===== src/rtl/fetch_unit.sv =====
// -----------------------------------------------------------------------------
// fetch_unit
// Instruction fetch stage. After reset it reads the 16-bit reset vector, then
// fetches each instruction one byte at a time from a synchronous memory (one
// read in flight at most), sizes it from the opcode and hands the bundle
// {opcode, operand, length, pc} to decode over a valid/ready handshake.
// Execute can redirect the PC at any time once the vector has been loaded.
//
// Optional feature macro: FETCH_HLT_EN
//   defined   : opcode 8'hFF halts fetch after its bundle is accepted; only a
//               redirect or reset leaves the halt state.
//   undefined : 8'hFF is an ordinary one-byte opcode; halted is tied low.
//
// Ports
//   clk          in   clock, all state on the rising edge
//   rst_n        in   asynchronous active-low reset
//   mem_addr     out  [15:0] read address, meaningful while mem_rd=1 (0 otherwise)
//   mem_rd       out  read strobe, data returns on mem_rdata one cycle later
//   mem_rdata    in   [7:0] read data
//   out_valid    out  bundle valid
//   out_ready    in   downstream accepts when out_valid & out_ready
//   out_instr    out  [7:0] opcode byte
//   out_operand  out  [15:0] operand {hi,lo}; zero-extended for len 2, 0 for len 1
//   out_len      out  [1:0] instruction length 1..3
//   out_pc       out  [15:0] address of the opcode byte
//   redirect     in   load redirect_pc and abort the current fetch
//   redirect_pc  in   [15:0] redirect target
//   halted       out  fetch stopped on HLT
// -----------------------------------------------------------------------------
module fetch_unit #(
    parameter logic [15:0] RESET_VECTOR = 16'hFFFC
) (
    input  logic        clk,
    input  logic        rst_n,
    output logic [15:0] mem_addr,
    output logic        mem_rd,
    input  logic [7:0]  mem_rdata,
    output logic        out_valid,
    input  logic        out_ready,
    output logic [7:0]  out_instr,
    output logic [15:0] out_operand,
    output logic [1:0]  out_len,
    output logic [15:0] out_pc,
    input  logic        redirect,
    input  logic [15:0] redirect_pc,
    output logic        halted
);

    typedef enum logic [2:0] {
        S_VEC_LO = 3'd0,
        S_VEC_HI = 3'd1,
        S_OPC    = 3'd2,
        S_OPL    = 3'd3,
        S_OPH    = 3'd4,
        S_VALID  = 3'd5,
        S_HALT   = 3'd6
    } state_t;

    // Instruction length decode: the explicit one-byte list takes priority
    // over the three-byte pattern rules (FF would otherwise match [4:2]=7).
    function automatic logic [1:0] len_of(input logic [7:0] op);
        case (op)
            8'h00, 8'h08, 8'h18, 8'h28, 8'h38, 8'h40, 8'h48, 8'h58,
            8'h60, 8'h68, 8'h78, 8'h88, 8'h8A, 8'h98, 8'h9A, 8'hA8,
            8'hAA, 8'hB8, 8'hBA, 8'hC8, 8'hCA, 8'hD8, 8'hE8, 8'hEA,
            8'hF8, 8'h0A, 8'h2A, 8'h4A, 8'h6A, 8'hFF: len_of = 2'd1;
            default: begin
                if (op == 8'h20 || op[4:2] == 3'd3 || op[4:2] == 3'd7 ||
                    (op[1:0] == 2'b01 && op[4:2] == 3'd6))
                    len_of = 2'd3;
                else
                    len_of = 2'd2;
            end
        endcase
    endfunction

    state_t      r_state, w_state_next;
    logic        r_cap, w_cap_next;     // 0 = issue cycle, 1 = capture cycle
    logic        r_started;             // holds the first issue off for one cycle after reset
    logic [15:0] r_pc;
    logic [7:0]  r_vec_lo;
    logic [7:0]  r_instr;
    logic [15:0] r_operand;
    logic [1:0]  r_len;
    logic [15:0] r_out_pc;

    logic        w_fetch;
    logic        w_redirect;
    logic        w_accept;
    logic [1:0]  w_len;

    assign w_fetch    = (r_state == S_VEC_LO) || (r_state == S_VEC_HI) ||
                        (r_state == S_OPC) || (r_state == S_OPL) || (r_state == S_OPH);
    // Redirects are meaningless until the vector has produced a PC.
    assign w_redirect = redirect && (r_state != S_VEC_LO) && (r_state != S_VEC_HI);
    assign w_accept   = (r_state == S_VALID) && out_ready;
    assign w_len      = len_of(mem_rdata);

    // State register and datapath
    always_ff @(posedge clk or negedge rst_n) begin
        if (!rst_n) begin
            r_state   <= S_VEC_LO;
            r_cap     <= 1'b0;
            r_started <= 1'b0;
            r_pc      <= 16'h0000;
            r_vec_lo  <= 8'h00;
            r_instr   <= 8'h00;
            r_operand <= 16'h0000;
            r_len     <= 2'd0;
            r_out_pc  <= 16'h0000;
        end else begin
            r_state   <= w_state_next;
            r_cap     <= w_cap_next;
            r_started <= 1'b1;
            if (w_redirect) begin
                // In-flight capture is dropped; only the PC is reloaded.
                r_pc <= redirect_pc;
            end else if (r_started && r_cap) begin
                case (r_state)
                    S_VEC_LO: r_vec_lo <= mem_rdata;
                    S_VEC_HI: r_pc     <= {mem_rdata, r_vec_lo};
                    S_OPC: begin
                        r_instr   <= mem_rdata;
                        r_out_pc  <= r_pc;
                        r_pc      <= r_pc + 16'd1;
                        r_len     <= w_len;
                        r_operand <= 16'h0000;
                    end
                    S_OPL: begin
                        r_operand[7:0] <= mem_rdata;
                        r_pc           <= r_pc + 16'd1;
                    end
                    S_OPH: begin
                        r_operand[15:8] <= mem_rdata;
                        r_pc            <= r_pc + 16'd1;
                    end
                    default: ;
                endcase
            end
        end
    end

    // Next-state logic
    always_comb begin
        w_state_next = r_state;
        w_cap_next   = r_cap;
        if (!r_started) begin
            w_state_next = r_state;
        end else if (w_redirect) begin
            // Redirect beats a simultaneous accept; the accept still consumed the bundle.
            w_state_next = S_OPC;
            w_cap_next   = 1'b0;
        end else if (w_fetch) begin
            if (!r_cap) begin
                w_cap_next = 1'b1;
            end else begin
                w_cap_next = 1'b0;
                case (r_state)
                    S_VEC_LO: w_state_next = S_VEC_HI;
                    S_VEC_HI: w_state_next = S_OPC;
                    S_OPC:    w_state_next = (w_len == 2'd1) ? S_VALID : S_OPL;
                    S_OPL:    w_state_next = (r_len == 2'd2) ? S_VALID : S_OPH;
                    S_OPH:    w_state_next = S_VALID;
                    default:  w_state_next = r_state;
                endcase
            end
        end else if (w_accept) begin
`ifdef FETCH_HLT_EN
            w_state_next = (r_instr == 8'hFF) ? S_HALT : S_OPC;
`else
            w_state_next = S_OPC;
`endif
            w_cap_next   = 1'b0;
        end
    end

    // Outputs
    always_comb begin
        mem_rd   = r_started && w_fetch && !r_cap;
        mem_addr = 16'h0000;
        if (mem_rd) begin
            case (r_state)
                S_VEC_LO: mem_addr = RESET_VECTOR;
                S_VEC_HI: mem_addr = RESET_VECTOR + 16'd1;
                default:  mem_addr = r_pc;
            endcase
        end
        out_valid   = (r_state == S_VALID);
        out_instr   = r_instr;
        out_operand = r_operand;
        out_len     = r_len;
        out_pc      = r_out_pc;
`ifdef FETCH_HLT_EN
        halted      = (r_state == S_HALT);
`else
        halted      = 1'b0;
`endif
    end

endmodule


===== config.mk =====
export PLATFORM = sky130hd
export DESIGN_NAME = fetch_unit
export DESIGN_NICKNAME = d
export VERILOG_FILES = /design/src/rtl/fetch_unit.sv
export SDC_FILE = /design/constraint.sdc
export NUM_CORES = 1
export LEC_CHECK = 0
export CORE_ASPECT_RATIO = 0.8
export CORE_MARGIN = 5
export CORE_UTILIZATION = 54
export DETAILED_ROUTE_END_ITERATION = 6
export GPL_ROUTABILITY_DRIVEN = 1
export GPL_TIMING_DRIVEN = 0
export PLACE_DENSITY = 0.83
export REMOVE_ABC_BUFFERS = 1
export SKIP_CTS_REPAIR_TIMING = 1
export SLEW_MARGIN = 20
export SYNTH_ARGS = -nofsm -noshare
export SYNTH_HDL_FRONTEND = slang
export SYNTH_SLANG_ARGS = --single-unit

===== constraint.sdc =====
create_clock -name clk -period 4.2 [get_ports clk]
set_input_delay 1.05 -clock clk [delete_from_list [all_inputs] [get_ports clk]]
set_output_delay 1.05 -clock clk [all_outputs]
set_load 0.03 [all_outputs]

# After elaboration in Yosys (flattened, before gate mapping)
# Cells that the tools add are included.
# op_classes
mul	0
shift	0
div_mod_pow	0
n_lt_le_gt_ge	0
n_mux	20
n_eq_ne	44
add_sub_neg	1
reduce_logical	32
bitwise	1
# ops
operator	count
$eq 8x8->1 const B	15
$eq 8x7->1 const B	8
$pmux 16 s2	2
$mux 16	3
$eq 8x6->1 const B	4
$pmux 8 s2	2
$reduce_or 30->1	1
$add 16x1->16 const B	1
$eq 8x4->1 const B	2
$mux 3	5
$pmux 3 s5	1
$eq 3x3->1 const B	4
$reduce_and 3->1	4
$eq 3x2->1 const B	3
$reduce_bool 3->1	3
$eq 8x5->1 const B	1
$logic_not 8->1	1
$logic_and 1x1->1	7
$logic_or 1x1->1	7
$ne 7x1->1 const B	1
$mux 1	6
$reduce_bool 2->1	3
$eq 2x1->1 const B	2
$reduce_and 2->1	2
10 further kinds	10
# word_totals
mem_bits_ro	0
ramBits	0
ff_bits	71
latchBits	0
mem_count	0

# Logic depth before layout (Yosys ltp)
# Gate-level depths: netlist (run 1).
# depth
ltp_word	12
ltp_mapped	8

# Worst setup path before layout (run 1)
# Ideal clock, no wire load.
# synth_timing
kind	reg2out
start	reg r_state[0]
end	out mem_addr[0]
t_arrival_ns	1.796
setup_slack_ns	1.354
path_stages_with_launch	5
required_ns	3.150
cell_sequence	dfrtp_1 > buf_2 > o21ai_0 > nor3b_2 > a21boi_0
# synth_via
elab_chain_cells	8
word_cells_on_any_way	13
# synth_lines
item	line_no	text
start: declaration	77	state_t r_state, w_state_next;
start signal: assignment	112	r_state <= w_state_next;
$eq 3x1->1 / $logic_not 3->1 (equally long branches)	92, 182	
$logic_or 1x1->1 (2 in a row)	92	assign w_fetch = (r_state == S_VEC_LO) || (r_state == S_VEC_HI) ||
$logic_or 1x1->1 (2 in a row)	93	(r_state == S_OPC) || (r_state == S_OPL) || (r_state == S_OPH);
$logic_and 1x1->1 (2 in a row)	179	mem_rd = r_started && w_fetch && !r_cap;
$mux 16 (*)	181	if (mem_rd) begin
end: declaration	35	output logic [15:0] mem_addr,
# Every way passes the cells marked *; elsewhere a longest branch is shown, timed or not.

# Final worst setup path (run 1)
# Same ends and word-level chain as after synthesis.

==> metrics.txt, run 1 <==
fillcell total=545; adder-cell share of the synthesized area=0.005894; status=complete, no violations; R2R Setup Slk=1.37 ns; vias in the first global route=approximately 3,400; Post-DP HPWL=between 7000 and 8000 µm; Setup Skew=between 0.01 and 0.015 ns; Startpoint Class=flip-flop; LEAKAGE=between 2 and 2.5 nW; Initial DRC Count=258; reg2reg end=r_pc[9]; via count=approximately 3,400; final WL=10,420 µm; Worst Setup SP=r_state[0]; Most used DFF post-synth=dfrtp_1; CP max FO=20; number of synthesized flops with an enable pin=0; crit-path max cell delay=approximately 0.73 ns; first-pass GRT wire length=around 17,000 µm; Crit. path cell count=5; Multi-input gate area=around 1800 µm²; Buf/Inv on CP=2; largest family of logic cells by synthesized area=compound AO/OA/AOI/OAI gates; worst-margin pin slew=around 1.1 ns; drt drc=0; post-synth cell types=58; Register-to-Register Path Depth=5; Post-Place Setup Slack=approximately 0.28 ns; Period minus WS final=approximately 3.8 ns; Crit. End Element=output pin; Starting Density=0.5545; layout cells sized above 1=0.1277; Routed wire per std cell=between 15 and 20 µm; H-Tree Depth=3; crit-path cells=o21ai_0 > nor3b_4 > buf_12 > a21boi_0 > clkdlybuf4s50_1; CP max stage cell=clkdlybuf4s50_1; post-synthesis xor/xnor area fraction=0.02750; YS warnings=0; TritonRoute pass-1 iters=5; final net count=about 490; Vias/cell=between 6 and 7; Rel. slew slack=0.2590; Synth Area in Simple Gates=0.1654; final worst-path cycle share=0.9026; Seq/Total Area, Yosys=0.4650; num rows=27; RSZ-0062 raised after global routing=no; largest net degree at the start of global routing=53; Num CTS Buffers=9; Clock Latency Late Sink=about 0.35 ns; Worst VDD drop=roughly 0.00042 V; mapped cell area=3821 µm²; Post-DP Area=around 4700 µm²; core area=between 6000 and 7000 µm²; CP delay by family, top=buffers and inverters; CTS tree=yes; MaxCap Viol Count=0; Avg Synthesized Cell Area=around 9.7 µm²; CTS Buffer Depth=2; synthesized netlist cell count=between 300 and 400; Area Growth Syn to Fin=28.81%; Synth Area in Compound Gates=0.1925; synthesized flop and latch total=approximately 70; highest clock rate=around 0.26 GHz; RR Startpoint=r_state[2]; count of pins over their slew limit=0; CP Data Arrival Time=approximately 2.7 ns; Final Total Pwr=~3.8 mW; P per Cell Area=between 700 and 800 nW/µm²; Port Buffers=87; Die W=104.1 µm; register area=around 1800 µm²; CP Capture Point=mem_addr[0]; die area=a little under 9000 µm²; Placer Congestion=0.8838; final instance area=~5000 µm²; clock-pin slew on the worst setup and hold paths=0.08 ns; diodes inserted=0; worst setup margin=about 0.41 ns; mux contribution to synthesized area=0.08775; Post-DRT Antenna Nets=0; Root Driver=clkbuf_8; Hold Violations, Final=0; Crit path required time=3.15 ns; initial antenna violation count=0; worst hold path type=reg -> reg; clock sinks=just over 70; Ports=89; die height=85.24 µm; GR Overflow Total=0; Final setup viols=0; async set-or-reset flop fraction in the synthesized netlist=1.000; Setup Crit Path Kind=reg -> out; Total GRT Usage=0.2369
[cell type report]
| type | count | share of cell area |
|---|---|---|
| sequential | 71 | 0.3610 |
| multi-input combinational | 282 | 0.3752 |
| clock buffer | 12 | 0.03355 |
| timing repair buffer | 92 | 0.1906 |
| inverter | 9 | 0.006863 |
| clock inverter | 4 | 0.01068 |
| tap | 87 | 0.02211 |
[cell families after synthesis]
logic type | Yosys count
compound gates | 111
other cells | 2
xor+xnor | 12
mux | 30
fa+ha+maj | 2
flops | 71
buf+inv | 42
simple gates | 125
[state kept, by name, indices dropped and copies added (netlist names)]
name and count:
out_operand 16, r_vec_lo 8, r_pc 16, out_pc 16, out_len 2, out_instr 8, r_state 3, r_started 1
r_cap 1
[stage by stage]
step           cells  TNS, ns    util  hold WS, ns
2_1_floorplan    362        0       -       0.4753
3_3_place_gp     536   -21.64  0.6716       0.4617
3_5_place_dp     537        0  0.6756       0.4696
4_1_cts          553  -0.3519  0.7072       0.4865
5_1_grt          557        0  0.7142       0.5106
6_report         557        0  0.7142       0.4802
[power by group]
part           total, mW  internal [mW]  switching [mW]
clock network      0.590          0.323           0.267
registers           1.27          0.965           0.304
logic               1.89          0.810            1.08
[cells in the mapped netlist (3+ instances only)]
library cell | instances | area share
a31oi_1 | 7 | 0.011
nor2_1 | 14 | 0.014
buf_4 | 7 | 0.014
nand4_1 | 8 | 0.013
and3_1 | 5 | 0.0082
o21a_1 | 14 | 0.028
nand2_1 | 60 | 0.059
and4_1 | 3 | 0.0069
nand3_1 | 7 | 0.0092
buf_2 | 17 | 0.022
a221o_1 | 5 | 0.013
a21oi_1 | 16 | 0.021
o22ai_1 | 3 | 0.0049
inv_1 | 9 | 0.0088
mux2_2 | 28 | 0.083
xor2_1 | 6 | 0.014
xnor2_1 | 6 | 0.014
nand3b_1 | 3 | 0.0059
a21boi_0 | 3 | 0.0059
dfrtp_1 | 71 | 0.46
o21ai_0 | 39 | 0.051
clkbuf_1 | 8 | 0.0079
nor3_1 | 5 | 0.0065
o31ai_1 | 3 | 0.0059
o211ai_1 | 4 | 0.0079
[layer usage]
metal,global-route usage,vias to the layer above,part of all wire
met5,0,-,0
met4,0.07882,0,0.013
met3,0.07224,14,0.076
met2,0.3617,157,0.47
met1,0.3235,1675,0.44
li1,-,1559,-
[worst min-delay path by stage]
stage | from | end | slack (ns) | cells after the start
6_report | out_instr[6] | out_instr[6] | 0.48 | 2
5_1_grt | out_operand[14] | out_operand[14] | 0.51 | 2
4_1_cts | out_operand[14] | out_operand[14] | 0.49 | 2
3_5_place_dp | out_operand[14] | out_operand[14] | 0.47 | 2
3_3_place_gp | out_instr[6] | out_instr[6] | 0.46 | 2
2_1_floorplan | r_vec_lo[7] | r_vec_lo[7] | 0.48 | 1
[worst register-to-register path: cells and delay by family (launching register included)]
family | cells | cell delay (ns)
and+or+nand+nor | 3 | 1.60
AOI/OAI and AO/OA | 2 | 0.51
DFF | 1 | 0.65
[layout by cell type, fill, tap and decap left out, types with 8 or more instances in the layout]
cell type,count
a21oi_1,16
clkbuf_8,12
clkdlybuf4s50_1,86
dfrtp_1,71
inv_1,9
mux2_2,28
nand2_1,60
nand4_1,8
nor2_1,13
o21a_1,14
o21ai_0,39
No activity file was read; power rests on OpenSTA's default activity.
==> run 2, diff against run 1 <==
==> constraint.sdc (replaced) <==
create_clock -name clk -period 4.2 [get_ports clk]
set_input_delay 0.42 -clock clk [delete_from_list [all_inputs] [get_ports clk]]
set_output_delay 0.42 -clock clk [all_outputs]
set_load 0.03 [all_outputs]
==> run 2 against run 1 <==
Net effect:
- setup slack improved by 0.28 ns
- routed wire length decreased by 0.37%
- sequential share of layout area increased by 0.24 points
- sequential power about the same
- via count decreased by 0.76%
- critical path type unchanged
- critical endpoint unchanged
- highest routed layer unchanged
==> metrics.txt, run 2 (synthesis gave the netlist of run 1 again) <==
LEAKAGE=2.000 nW (-0.99%); TritonRoute pass-1 iters=5 (unchanged); Rel. slew slack=0.2499 (-0.009177); Ports=89 (unchanged); Setup Crit Path Kind=reg -> out; Root Driver=clkbuf_8; clock-pin slew on the worst setup and hold paths=0.08 ns (about the same); crit-path cells=o21ai_0 > nor3b_4 > a21boi_0 > clkdlybuf4s50_1; highest clock rate=0.2852 GHz (+8.1%); Setup Skew=0.01010 ns (-0.0004230 ns); setup tns final=0 ns (unchanged); Post-DRT Antenna Nets=0 (unchanged); register area=1777 µm² (unchanged); Port Buffers=87 (unchanged); most frequent cells in the layout=clkdlybuf4s50_1, dfrtp_1, nand2_1, o21ai_0, mux2_2; core area=6892 µm² (unchanged); Multi-input gate area=1847 µm² (unchanged); fillcell total=549 (+0.73%); CP max FO=20 (unchanged); Area Growth Syn to Fin=27.96%; drt drc=0 (unchanged); CP Data Arrival Time=3.09 ns (+0.35 ns); Vias/cell=6.099 (-0.23%); status=complete, no violations; Starting Density=0.5545 (unchanged); worst hold path type=reg -> reg; final net count=491 (-0.61%); Worst VDD drop=0.0004192 V (-0.24%); H-Tree Depth=3 (unchanged); P per Cell Area=761.3 nW/µm² (-0.13%); commonest non-fill, non-tap cell in the layout=clkdlybuf4s50_1; Period minus WS final=3.506 ns (-0.2850 ns); layout cells sized above 1=0.1199 (-0.007745); Die W=104.1 µm (unchanged); CP max stage cell=clkdlybuf4s50_1; CTS Buffer Depth=2 (unchanged); Post-DP HPWL=7123 µm (unchanged); Crit path required time=3.78 ns (+0.63 ns); die height=85.24 µm (unchanged); via count=3,379 (-0.76%); die area=8869 µm² (unchanged); MaxCap Viol Count=0 (unchanged); first-pass GRT wire length=17,140 µm (unchanged); final WL=10,380 µm (-0.37%); CTS tree=yes; Clock Latency Late Sink=0.35 ns (about the same); RSZ-0062 raised after global routing=no; Startpoint Class=flip-flop; count of pins over their slew limit=0 (unchanged); diodes inserted=0 (unchanged); clock sinks=71 (unchanged); worst-margin pin slew=1.121 ns (+0.01371 ns); Final setup viols=0 (unchanged); total placed cells including tap cells=537 (unchanged); Final Total Pwr=3.722 mW (-0.79%); Initial DRC Count=303 (+17%); Placer Congestion=0.8838 (unchanged); vias in the first global route=3,371 (unchanged); num rows=27 (unchanged); Hold Violations, Final=0 (unchanged); Num CTS Buffers=9 (unchanged); post-route insts no fill=554 (-0.54%); crit-path max cell delay=0.73 ns (about the same); GR Overflow Total=0 (unchanged); largest net degree at the start of global routing=53 (unchanged); Routed wire per std cell=18.74 µm (+0.17%); Total GRT Usage=0.2369 (unchanged); Crit. End Element=output pin; Min Hold Slack=0.4801 ns (-0.00004900 ns); final worst-path cycle share=0.8347 (-0.06785); initial antenna violation count=0 (unchanged)
run 2: cell types whose count changed in the layout (fill, tap and decap cells not counted), sizes merged:
| cell | previous run | this run |
|---|---|---|
| buf | 6 | 2 |
| dlygate4sd3 | 0 | 1 |
run 2: stage by stage:
step	setup WS [ns]	area [µm²]	utilization
after global routing	0.5156	4890	0.7095
after detailed placement	0.9070	4656	0.6756
final	0.6941	4890	0.7095
after global placement	0.3205	4628	0.6716
after CTS	0.5235	4873	0.7072
after floorplan	1.349	3649	-
run 2: worst paths after layout:
path / end / depth (start not counted) / slack, ns / from
worst min register to register: out_instr[6] / 2 / 0.48 / out_instr[6]
worst max register to register: r_pc[9] / 5 / 1.40 / r_state[2]
worst max-delay path: mem_addr[0] / 4 / 0.69 / r_state[0]
max in group asynchronous: r_pc[5] / 3 / 3.17 / rst_n
min in group asynchronous: out_operand[1] / 2 / 0.49 / rst_n
worst min-delay path: out_instr[6] / 2 / 0.48 / out_instr[6]
run 2: area by class of cell:
cell class,instances,share of cell area
Tap cell,87,0.02226
Sequential cell,71,0.3634
Clock inverter,4,0.01075
Inverter,9,0.006909
Multi-Input combinational cell,282,0.3777
Timing Repair Buffer,89,0.1853
Clock buffer,12,0.03378
run 2: critical path: cells and delay by family (launching register included):
| family | cells | cell delay [ns] |
|---|---|---|
| and+or+nand+nor | 1 | 0.72 |
| DFF | 1 | 0.61 |
| AOI/OAI and AO/OA | 2 | 0.67 |
| buffers and inverters | 1 | 0.73 |
run 2: power by group:
group / switching (mW) / internal [mW] / leakage [nW]
Sequential: 0.303 / 0.965 / 0.890
Combinational: 1.08 / 0.788 / 1.01
Clock: 0.265 / 0.323 / 0.101
run 2: metal layers:
metal | global-route usage | part of all wire | routed length, µm | vias to the layer above
met5 | 0 | 0 | 0 | -
met4 | 0.07882 | 0.014 | 143 | 0
met3 | 0.07224 | 0.081 | 838 | 16
met2 | 0.3617 | 0.46 | 4823 | 174
met1 | 0.3235 | 0.44 | 4576 | 1636
li1 | - | - | - | 1553
==> run 3, diff against run 2 <==
--- a/config.mk
+++ b/config.mk
@@ -7,11 +7,11 @@
 export LEC_CHECK = 0
 export CORE_ASPECT_RATIO = 0.8
 export CORE_MARGIN = 5
-export CORE_UTILIZATION = 54
+export CORE_UTILIZATION = 45
 export DETAILED_ROUTE_END_ITERATION = 6
 export GPL_ROUTABILITY_DRIVEN = 1
 export GPL_TIMING_DRIVEN = 0
-export PLACE_DENSITY = 0.83
+export PLACE_DENSITY = 0.74
 export REMOVE_ABC_BUFFERS = 1
 export SKIP_CTS_REPAIR_TIMING = 1
 export SLEW_MARGIN = 20
==> constraint.sdc (replaced) <==
create_clock -name clk -period 3.03 [get_ports clk]
set_input_delay 0.303 -clock clk [delete_from_list [all_inputs] [get_ports clk]]
set_output_delay 0.303 -clock clk [all_outputs]
set_load 0.03 [all_outputs]
==> run 3 against run 2 <==
Net effect:
- total power increased by 40%
- utilization decreased by 12 points
- hold slack got worse by 0.11 ns
- die area increased by 18%
- first-iteration DRC count decreased by 24%
- clock power increased by 46%
- register-to-register slack got worse by 1.1 ns
- critical path depth increased by 1
- via count decreased by 1.6%
- clock skew decreased by 0.0021 ns
- combinational power increased by 39%
- count of clock-buffer cells in the layout decreased by 2
- critical endpoint is now mem_addr[6]
- highest routed layer unchanged
==> metrics.txt, run 3 (synthesis gave the netlist of run 1 again) <==
status=complete, no violations; Post-Place Setup Slack=-0.2376 ns (-1.145 ns); Crit. End Element=output pin; num rows=30 (+11%); setup tns final=0 ns (unchanged); P per Cell Area=1052 nW/µm² (+38%); Period minus WS final=2.922 ns; Final Total Pwr=5.218 mW (+40%); M2 GR Usage=0.3097 (-0.05203); largest net degree at the start of global routing=54 (+1.9%); via count=3,326 (-1.6%); Root Driver=clkbuf_8; Port Buffers=87 (unchanged); Placer Congestion=0.8504 (-3.8%); Startpoint Class=flip-flop; Clock Latency Late Sink=0.35 ns (about the same); layout cells sized above 1=0.1261 (+0.006154); final worst-path cycle share=0.9642; commonest non-fill, non-tap cell in the layout=clkdlybuf4s50_1; core area=8371 µm² (+21%); Die W=113.0 µm (+8.6%); GR Overflow Total=0 (unchanged); vias in the first global route=3,257 (-3.4%); initial antenna violation count=0 (unchanged); worst hold path type=in -> async; final instance area=4960 µm² (+1.4%); Total GRT Usage=0.2044 (-0.03257); count of pins over their slew limit=0 (unchanged); Hold Violations, Final=0 (unchanged); CP max FO=16 (-20%); Starting Density=0.4565 (-0.09796); Post-DP Area=4687 µm² (+0.67%); Setup Crit Path Kind=reg -> out; Num CTS Buffers=9 (unchanged); met1 GRT Util=0.2959 (-0.02755); clock-pin slew on the worst setup and hold paths=0.08 ns (about the same); Initial DRC Count=231 (-24%); worst-margin pin slew=0.7609 ns (-0.3602 ns); CTS tree=yes; first-pass GRT wire length=17,150 µm (about the same); Post-DP HPWL=7112 µm (-0.15%); die height=92.42 µm (+8.4%); clock sinks=71 (unchanged); final net count=492 (+0.20%); Rel. slew slack=0.4921 (+0.2423); post-route insts no fill=580 (+4.7%); Post-DRT Antenna Nets=0 (unchanged); H-Tree Depth=3 (unchanged); CTS Buffer Depth=2 (unchanged); worst setup margin=0.1084 ns (-0.5857 ns); GR Util met3=0.04115 (-0.03109); Finished Core Util=0.5925 (-0.1170); MaxCap Viol Count=0 (unchanged); Worst VDD drop=0.0004934 V (+18%); Ports=89 (unchanged); drt drc=0 (unchanged); Area Growth Syn to Fin=29.80%; Vias/cell=5.734 (-6.0%); die area=10,450 µm² (+18%); Crit path required time=2.73 ns (-1.05 ns); highest clock rate=approximately 0.34 GHz; TritonRoute pass-1 iters=4 (-1); busiest grt layer=met2; total placed cells including tap cells=562 (+4.7%); Routed wire per std cell=18.02 µm (-3.8%); Setup Skew=0.007993 ns (-0.002105 ns); diodes inserted=0 (unchanged); most frequent cells in the layout=clkdlybuf4s50_1, dfrtp_1, nand2_1, o21ai_0, mux2_2; Min Hold Slack=0.3725 ns (-0.1077 ns); CP Data Arrival Time=2.62 ns (-0.47 ns); Final setup viols=0 (unchanged); LEAKAGE=2.029 nW (+1.4%); final WL=10,450 µm (+0.68%)
## run 3: routing by layer
layer  up-vias  routed length (µm)
met1      1633                4866
li1       1545                   -
met3        11                 662
met2       137                4795
met5         -                   0
met4         0                 127
## run 3: final cells by class
| class | count | area, µm² |
|---|---|---|
| Multi-Input combinational cell | 282 | 1861 |
| Timing Repair Buffer | 90 | 925.9 |
| Fill cell | 744 | 3411 |
| Clock buffer | 10 | 137.6 |
| Inverter | 9 | 33.78 |
| Clock inverter | 6 | 83.83 |
| Sequential cell | 71 | 1778 |
| Tap cell | 112 | 140.1 |
## run 3: critical path, stage by stage (launching register included)
cell             delay (ns)
dfrtp_1                0.56
o21ai_0                0.30
nor3b_4                0.33
buf_12                 0.18
a21boi_0               0.19
clkdlybuf4s50_1        0.70
## run 3: worst paths after layout
check / cells after the start / from / endpoint / slack (ns)
worst max-delay path: 5 / r_state[1] / mem_addr[6] / 0.11
worst min-delay path: 2 / rst_n / out_instr[6] / 0.37
worst max register to register: 5 / r_state[2] / r_pc[9] / 0.33
worst min register to register: 2 / out_operand[8] / out_operand[8] / 0.49
max in group asynchronous: 3 / rst_n / out_pc[5] / 2.10
min in group clk: 2 / out_operand[8] / out_operand[8] / 0.49
## run 3: report_power, final
| group | leakage, nW | switching, mW | internal (mW) |
|---|---|---|---|
| Combinational | 1.02 | 1.47 | 1.11 |
| Clock | 0.116 | 0.373 | 0.483 |
| Sequential | 0.889 | 0.436 | 1.34 |
| Total | 2.03 | 2.28 | 2.93 |
